$ cat src/rtl/ecc_pkg.sv
// Shared definitions for the T-register readout block: select-bit
// positions, register geometry, FSM encoding and a select helper.
package ecc_pkg;

  localparam int SEL_X   = 0;
  localparam int SEL_Y   = 1;
  localparam int SEL_S   = 2;
  localparam int T_BYTES = 32;
  localparam int T_BITS  = T_BYTES * 8;

  typedef enum logic [1:0] {
    ST_IDLE = 2'd0,
    ST_SEND = 2'd1,
    ST_DONE = 2'd2
  } state_t;

  // Index of the first register to send, in x -> y -> s order.
  // Callers only use the result when at least one bit is set.
  function automatic logic [1:0] first_sel(input logic [2:0] sel);
    if (sel[SEL_X])      return 2'(SEL_X);
    else if (sel[SEL_Y]) return 2'(SEL_Y);
    else                 return 2'(SEL_S);
  endfunction

endpackage

$ cat src/rtl/ecc_t_rdout.sv
// Byte-serial readout of the x/y/s T-registers over a valid/ready port.
// A start snapshots all three registers, then the selected ones are
// streamed MSB-first through a single 256-bit shifter with no bubbles.
module ecc_t_rdout
  import ecc_pkg::*;
(
  input  logic              clk,
  input  logic              rst_n,
  input  logic              rd_start,
  input  logic [2:0]        rd_sel,
  input  logic              rd_clr_after,
  input  logic              rd_abort,
  input  logic [T_BITS-1:0] x,
  input  logic [T_BITS-1:0] y,
  input  logic [T_BITS-1:0] s,
  output logic [7:0]        tx_data,
  output logic              tx_valid,
  input  logic              tx_ready,
  output logic              busy,
  output logic              done,
  output logic              t_clr
);

  state_t                  r_state;
  logic [2:0][T_BITS-1:0]  r_snap;      // indexed by SEL_X/SEL_Y/SEL_S
  logic [T_BITS-1:0]       r_shift;
  logic [4:0]              r_cnt;
  logic [2:0]              r_pend;      // selected registers not yet loaded
  logic                    r_clr;
  logic                    r_tx_valid;
  logic                    r_busy;
  logic                    r_done;
  logic                    r_t_clr;

  logic                    w_accept;
  logic                    w_last;
  logic [1:0]              w_start_idx;
  logic [1:0]              w_next_idx;
  logic [T_BITS-1:0]       w_start_word;

  assign w_accept    = r_tx_valid & tx_ready;
  assign w_last      = (r_cnt == 5'(T_BYTES - 1));
  assign w_start_idx = first_sel(rd_sel);
  assign w_next_idx  = first_sel(r_pend);

  // Pick the first selected register straight from the inputs so the
  // first byte is presented the cycle after the start.
  always_comb begin
    // NOTE: every always_comb output gets a default first so no path
    // through the case can leave it unassigned and infer a latch.
    w_start_word = x;
    case (w_start_idx)
      2'(SEL_Y): w_start_word = y;
      2'(SEL_S): w_start_word = s;
      default:   w_start_word = x;
    endcase
  end

  // Readout FSM with registered outputs; abort outranks everything but reset.
  always_ff @(posedge clk or negedge rst_n) begin
    if (!rst_n) begin
      // NOTE: the wide snapshot and shifter are flops, not a RAM, so they
      // take the async reset like any other state and restart clean.
      r_state    <= ST_IDLE;
      r_snap     <= '0;
      r_shift    <= '0;
      r_cnt      <= '0;
      r_pend     <= '0;
      r_clr      <= 1'b0;
      r_tx_valid <= 1'b0;
      r_busy     <= 1'b0;
      r_done     <= 1'b0;
      r_t_clr    <= 1'b0;
    end else begin
      // NOTE: non-blocking throughout, so every branch reads the pre-edge
      // state and the one-cycle pulses below can be defaulted safely.
      r_done  <= 1'b0;
      r_t_clr <= 1'b0;
      case (r_state)
        ST_IDLE: begin
          if (rd_start) begin
            r_snap <= {s, y, x};
            r_clr  <= rd_clr_after;
            r_cnt  <= '0;
            r_busy <= 1'b1;
            if (rd_sel == 3'b000) begin
              r_state <= ST_DONE;
              r_pend  <= '0;
              r_done  <= 1'b1;
              r_t_clr <= rd_clr_after;
            end else begin
              r_state                 <= ST_SEND;
              r_tx_valid              <= 1'b1;
              r_shift                 <= w_start_word;
              r_pend                  <= rd_sel;
              r_pend[w_start_idx]     <= 1'b0;
            end
          end
        end

        ST_SEND: begin
          if (rd_abort) begin
            r_state    <= ST_IDLE;
            r_tx_valid <= 1'b0;
            r_busy     <= 1'b0;
            r_shift    <= '0;
            r_pend     <= '0;
            r_cnt      <= '0;
          end else if (w_accept) begin
            r_cnt <= r_cnt + 5'd1;   // wraps 31 -> 0 at a register boundary
            if (!w_last) begin
              r_shift <= r_shift << 8;
            end else if (r_pend != 3'b000) begin
              // Next register loads on the same edge: no bubble.
              r_shift             <= r_snap[w_next_idx];
              r_pend[w_next_idx]  <= 1'b0;
            end else begin
              r_state    <= ST_DONE;
              r_tx_valid <= 1'b0;
              r_shift    <= '0;
              r_done     <= 1'b1;
              r_t_clr    <= r_clr;
            end
          end
        end

        ST_DONE: begin
          // Single-cycle state; an abort here leads to the same place.
          r_state <= ST_IDLE;
          r_busy  <= 1'b0;
        end

        default: begin
          r_state    <= ST_IDLE;
          r_tx_valid <= 1'b0;
          r_busy     <= 1'b0;
        end
      endcase
    end
  end

  assign tx_data  = r_shift[T_BITS-1 -: 8];
  assign tx_valid = r_tx_valid;
  assign busy     = r_busy;
  assign done     = r_done;
  assign t_clr    = r_t_clr;

endmodule

$ cat config.mk
export PLATFORM = sky130hd
export DESIGN_NAME = ecc_t_rdout
export DESIGN_NICKNAME = d
export VERILOG_FILES = /design/src/rtl/ecc_pkg.sv /design/src/rtl/ecc_t_rdout.sv
export SDC_FILE = /design/constraint.sdc
export NUM_CORES = 2
export LEC_CHECK = 0
export ABC_AREA = 0
export ABC_CLOCK_PERIOD_IN_PS = 4270
export BUFFER_PORTS_ARGS = -buffer_cell sky130_fd_sc_hd__buf_4
export CAP_MARGIN = 10
export CORE_MARGIN = 5
export CORE_UTILIZATION = 35
export DETAILED_ROUTE_END_ITERATION = 10
export SLEW_MARGIN = 20
export SYNTH_ARGS = -nofsm -noshare
export SYNTH_HDL_FRONTEND = slang
export SYNTH_SLANG_ARGS = --single-unit
$ cat constraint.sdc
create_clock -name clk -period 4.27 [get_ports clk]
set_input_delay 0.2135 -clock clk [delete_from_list [all_inputs] [get_ports clk]]
set_output_delay 0.2135 -clock clk [all_outputs]
set_load 0.03 [all_outputs]
==> Word level (Yosys, flattened, before mapping) <==
Cells that the tools add are included.
W data, S select, Z words.
{ "classes": {"add_sub_neg": 1, "order_cmp": 4, "n_eq_ne": 12, "muxes": 60, "bitwise_logic": 6, "reduce_logical": 13} }
{ "op_table": {"columns": ["cell", "count"], "rows": [
  ["$mux W256", 7],
  ["$pmux W256 S2", 2],
  ["$bmux W256 S2", 1],
  ["$mux W1", 22],
  ["$mux W2", 10],
  ["$mux W3", 6],
  ["$mux W5", 3],
  ["$ne A3 B3 Y1 const B", 4],
  ["$pmux W5 S2", 1],
  ["$reduce_and A4 Y1", 2],
  ["$and A3 B3 Y3", 2],
  ["$lt A2 B3 Y1 const B", 2],
  ["$ne A2 B2 Y1 const B", 3],
  ["$not A3 Y3", 2],
  ["$pmux W1 S2", 3],
  ["$pmux W3 S2", 1],
  ["$reduce_and A6 Y1", 1],
  ["$add A5 B1 Y5 const B", 1],
  ["$eq A5 B5 Y1 const B", 1],
  ["$reduce_and A5 Y1", 1],
  ["$demux W1 S2", 2],
  ["$eq A2 B1 Y1 const B", 2],
  ["$eq A2 B2 Y1 const B", 2],
  ["$ge A2 B1 Y1 const B", 2],
  ["11 further kinds", 13]
]} }
{ "totals": {"ff_bits": 1039, "in_bits": 777, "out_inout_bits": 12, "elab_cells": 108} }

==> Longest topological paths before layout <==
{ "logic_depth": {"word_depth": 13, "mapped_depth": 10, "ltp_nobuf": 7} }

==> Worst setup path before layout <==
Ideal clock, no wire load.
{ "synth_timing": {"path_type": "register to register", "startpoint": "reg r_cnt[0]", "endpoint": "reg r_shift[253]", "setup_time_ns": 0.141, "arrival_time_ns": 2.020, "required_ns": 4.129, "path_slack_ns": 2.109, "stages_incl_launch_ff": 11, "n_path_buf": 3, "synth_period_minus_slack_ns": 2.161, "path_cell_list": "dfrtp_1 > ha_1 > and3_1 > ha_1 > o31a_1 > and2_1 > buf_2 > buf_2 > buf_4 > a22oi_1 > a31oi_1"} }
{ "synth_between": {"elab_chain_cells": 5} }
{ "synth_lines": {"columns": ["element", "line_no", "rtl"], "rows": [
  ["start: declaration", "ecc_t_rdout.sv:27", "logic [4:0] r_cnt;"],
  ["start signal: assignment", "ecc_t_rdout.sv:110", "r_cnt <= r_cnt + 5'd1;"],
  ["$eq A5 B5 Y1", "ecc_t_rdout.sv:42", "assign w_last = (r_cnt == 5'(T_BYTES - 1));"],
  ["$mux W256", "ecc_t_rdout.sv:111", "if (!w_last) begin"],
  ["$mux W256", "ecc_t_rdout.sv:109", "end else if (w_accept) begin"],
  ["$mux W256", "ecc_t_rdout.sv:102", "if (rd_abort) begin"],
  ["$pmux W256 S2", "ecc_t_rdout.sv:79", "case (r_state)"],
  ["end signal: assignment", "ecc_t_rdout.sv:94", "r_shift <= w_start_word;"],
  ["end signal: assignment", "ecc_t_rdout.sv:112", "r_shift <= r_shift << 8;"],
  ["end signal: assignment", "ecc_t_rdout.sv:115", "r_shift <= r_snap[w_next_idx];"],
  ["end: declaration", "ecc_t_rdout.sv:26", "logic [T_BITS-1:0] r_shift;"]
]} }
Every way passes these cells. The select of a mux whose other input is x is not followed.
A chain may end at the register's enable or synchronous reset.

==> Worst setup path in the final report <==
{ "layout_timing": {"startpoint": "reg r_cnt[0]", "endpoint": "reg r_shift[205]"} }
Same word-level chain as after synthesis.

==> impl_metrics.csv <==
group,metric,value,unit
status,status,"completed",
critical_path,endpoint_kind,"flip-flop",
global_routing,grt_pass1_wl,286,mm
cells_and_area,stdcell_count,8005,
clock_tree,post_cts_buffers,0,
global_routing,grt_util_met3,4.38,%
critical_path,worstPathArrival,3.57,ns
clock_tree,cts_tree,"yes",
logic_synthesis,syn_area,51500,µm²
place,place_area,59200,µm²
detailed_routing,dr.first_iter.drc_count,2815,
logic_synthesis,synth-async-reset-ratio,100,%
sta,period_share,68.8,%
power_and_ir_drop,fin_total_pwr,31.4,mW
cells_and_area,area_growth,38.1,%
sta,rsz0062_at_grt,"false",
global_routing,gr-total-overflow,0,
global_routing,met1_usage,31.5,%
die,die_w,394,µm
die,core_area,146000,µm²
cells_and_area,final_nets,6716,
detailed_routing,routedWlPerCell,23.5,µm
power_and_ir_drop,irDropWorstVdd,0.349,mV
logic_synthesis,synth.distinct_cells,41,
sta,fmax,0.340,GHz
clock_tree,clock-root-buffer,"clkbuf_16",
sta,period_minus_slack,2.94,ns
sta,whs,0.0922,ns
sta,fin_setup_tns,0,ns
sta,final_hold_viol_count,0,
clock_tree,htree_levels,3,
detailed_routing,drc,0,
cells_and_area,nFillCells,12900,
die,dieHeight,394,µm
logic_synthesis,ys_seq_area_share,50.5,%
power_and_ir_drop,p_per_area,441,nW/µm²
logic_synthesis,synth_flop_cell,"dfrtp_1",
detailed_routing,drtPass1Iterations,6,
clock_tree,clk_latency,0.74,ns
detailed_routing,postRouteAntennaNets,0,
die,num_rows,140,
place,port_buffers,788,
critical_path,cp-start-kind,"flip-flop",
die,io_pins,789,
global_routing,grt_pass1_vias,44800,
critical_path,critical_path.max_fanout,59,
power_and_ir_drop,p_leak,29.3,nW
logic_synthesis,synth_edf_count,0,
place,placed_cells,6957,
place,place_hpwl,123,mm
sta,final-setup-viol-count,0,
clock_tree,path_clk_slew,0.06,ns
logic_synthesis,avgSynthCellArea,11.3,µm²
detailed_routing,viasPerCell,5.40,
global_routing,gr-usage-met2,37.4,%
cells_and_area,drive_gt1_share,30.4,%
sta,fin_worst_skew,0.0476,ns
sta,tightestPinTransition,0.964,ns
job,cap_violations,0,
min_path,hp-class,"in2async",
cells_and_area,fin_area,71200,µm²
sta,worst_slack,1.33,ns
clock_tree,cts_sinks,1039,
logic_synthesis,synth_nets,5356,
detailed_routing,vias,43200,
global_routing,grt_antenna_before_repair,51,
clock_tree,clk_path_buf_depth,3,
global_routing,grt_most_used_layer,"met2",
place,place_congestion,0.841,
sta,relSlewSlack,35.3,%
critical_path,path_class,"reg2reg",
global_routing,track_usage,23.5,%
logic_synthesis,synth_warnings,0,
detailed_routing,drt-total-wl,188,mm
critical_path,reg2reg_depth,8,
place,post-place-ws,1.40,ns
global_routing,grt_max_degree,170,
die,die_area,155000,µm²
die,initial_utilization,35.3,%
logic_synthesis,netlist_instances,4577,
critical_path,cp.required,4.90,ns
cells_and_area,fin_util,48.7,%
logic_synthesis,ys_seq_elements,1039,
sta,finalMaxSlewViolations,0,
clock_tree,numCtsBuffers,119,
[worst max-delay path, cell delays in order, from the launching register on]
cell and delay (ns):
dfrtp_1 0.40, ha_1 0.19, and3_1 0.16, ha_1 0.34, o31a_1 0.27, and2_4 0.62, buf_12 0.36, a22oi_1 0.14
a31oi_1 0.23
[cell families (layout without fill, tap and decap cells)]
logic type | after synthesis | after routing | synth area share [%]
muxes | 1283 | 1283 | 26.8
buffers and inverters | 412 | 1870 | 3.47
DFF | 1039 | 1039 | 50.5
other | 0 | 53 | 0
AOI/OAI and AO/OA | 1046 | 1046 | 13.3
and+or+nand+nor | 795 | 795 | 5.92
adders and majority gates | 2 | 2 | 0.0485
[flip-flops by register name (all words and copies together), names as in the netlist]
register and flops:
r_snap 768, r_shift 256, r_cnt 5, r_pend 3
r_state 2, busy 1, done 1, r_clr 1
t_clr 1, tx_valid 1
[per-layer routing]
metal,part of all wire [%],vias to the layer above
li1,-,19500
met1,43,21800
met2,46,1509
met3,5.8,415
met4,4.6,14
met5,0.054,-
[cell usage after synthesis, drive strengths merged, types with 2 or more instances]
cell type  instances  area share [%]
dfrtp           1039              50
mux2             770              17
nand2            516             3.8
mux2i            513              10
o21ai            268             2.6
nor2             256             1.9
a22oi            253             3.7
a31oi            245             3.0
o211ai           245             3.6
clkbuf           228             1.7
buf              177             1.8
a21oi             15            0.15
inv                7           0.051
nor2b              6           0.073
nand2b             4           0.049
nand3              4           0.039
a21o               3           0.044
o2111ai            3           0.051
o221ai             3           0.051
a32o               2           0.039
ha                 2           0.049
nor3               2           0.029
nor3b              2           0.039
o21bai             2           0.029
[final cells by class]
cell class,count,area (µm²),share of cell area (%)
tap,1917,2400,3.37
multi-input combinational,3126,23800,33.4
sequential,1039,26000,36.5
clock inverter,33,463,0.650
timing repair buffer,1644,14800,20.8
inverter,7,33.8,0.0475
clock buffer,186,3580,5.03
antenna,53,133,0.186
[layout by cell type, fill, tap and decap left out, drive strengths merged, types with 2 or more instances in the layout]
cell type / n
a21o: 3
a21oi: 15
a22oi: 253
a31oi: 245
a32o: 2
buf: 868
bufinv: 7
clkbuf: 186
clkinv: 20
dfrtp: 1039
diode: 53
dlygate4sd3: 776
ha: 2
inv: 12
mux2: 770
mux2i: 513
nand2: 516
nand2b: 4
nand3: 4
nor2: 256
nor2b: 6
nor3: 2
nor3b: 2
o2111ai: 3
o211ai: 245
o21ai: 268
o21bai: 2
o221ai: 3
[where the power goes]
part | switching, mW | internal, mW
clock network | 4.32 | 6.18
logic | 3.32 | 3.76
registers | 1.65 | 12.2
total | 9.29 | 22.1
[worst paths after layout]
path / endpoint / slack, ns / startpoint
max: r_shift[205] / 1.33 / r_cnt[0]
max in group asynchronous: r_pend[0] / 2.77 / rst_n
max reg2reg: r_shift[205] / 1.33 / r_cnt[0]
min: r_snap[594] / 0.09 / rst_n
min reg2reg: r_snap[662] / 0.50 / r_snap[662]
min in group clk: r_pend[1] / 0.11 / rd_sel[1]
[repair_timing]
item	in CTS	in global routing
endpoints found under the hold margin	1096	0
resized for setup	0	0
hold buffers	776	0
Note: power is estimated with default switching activity, not from simulation.
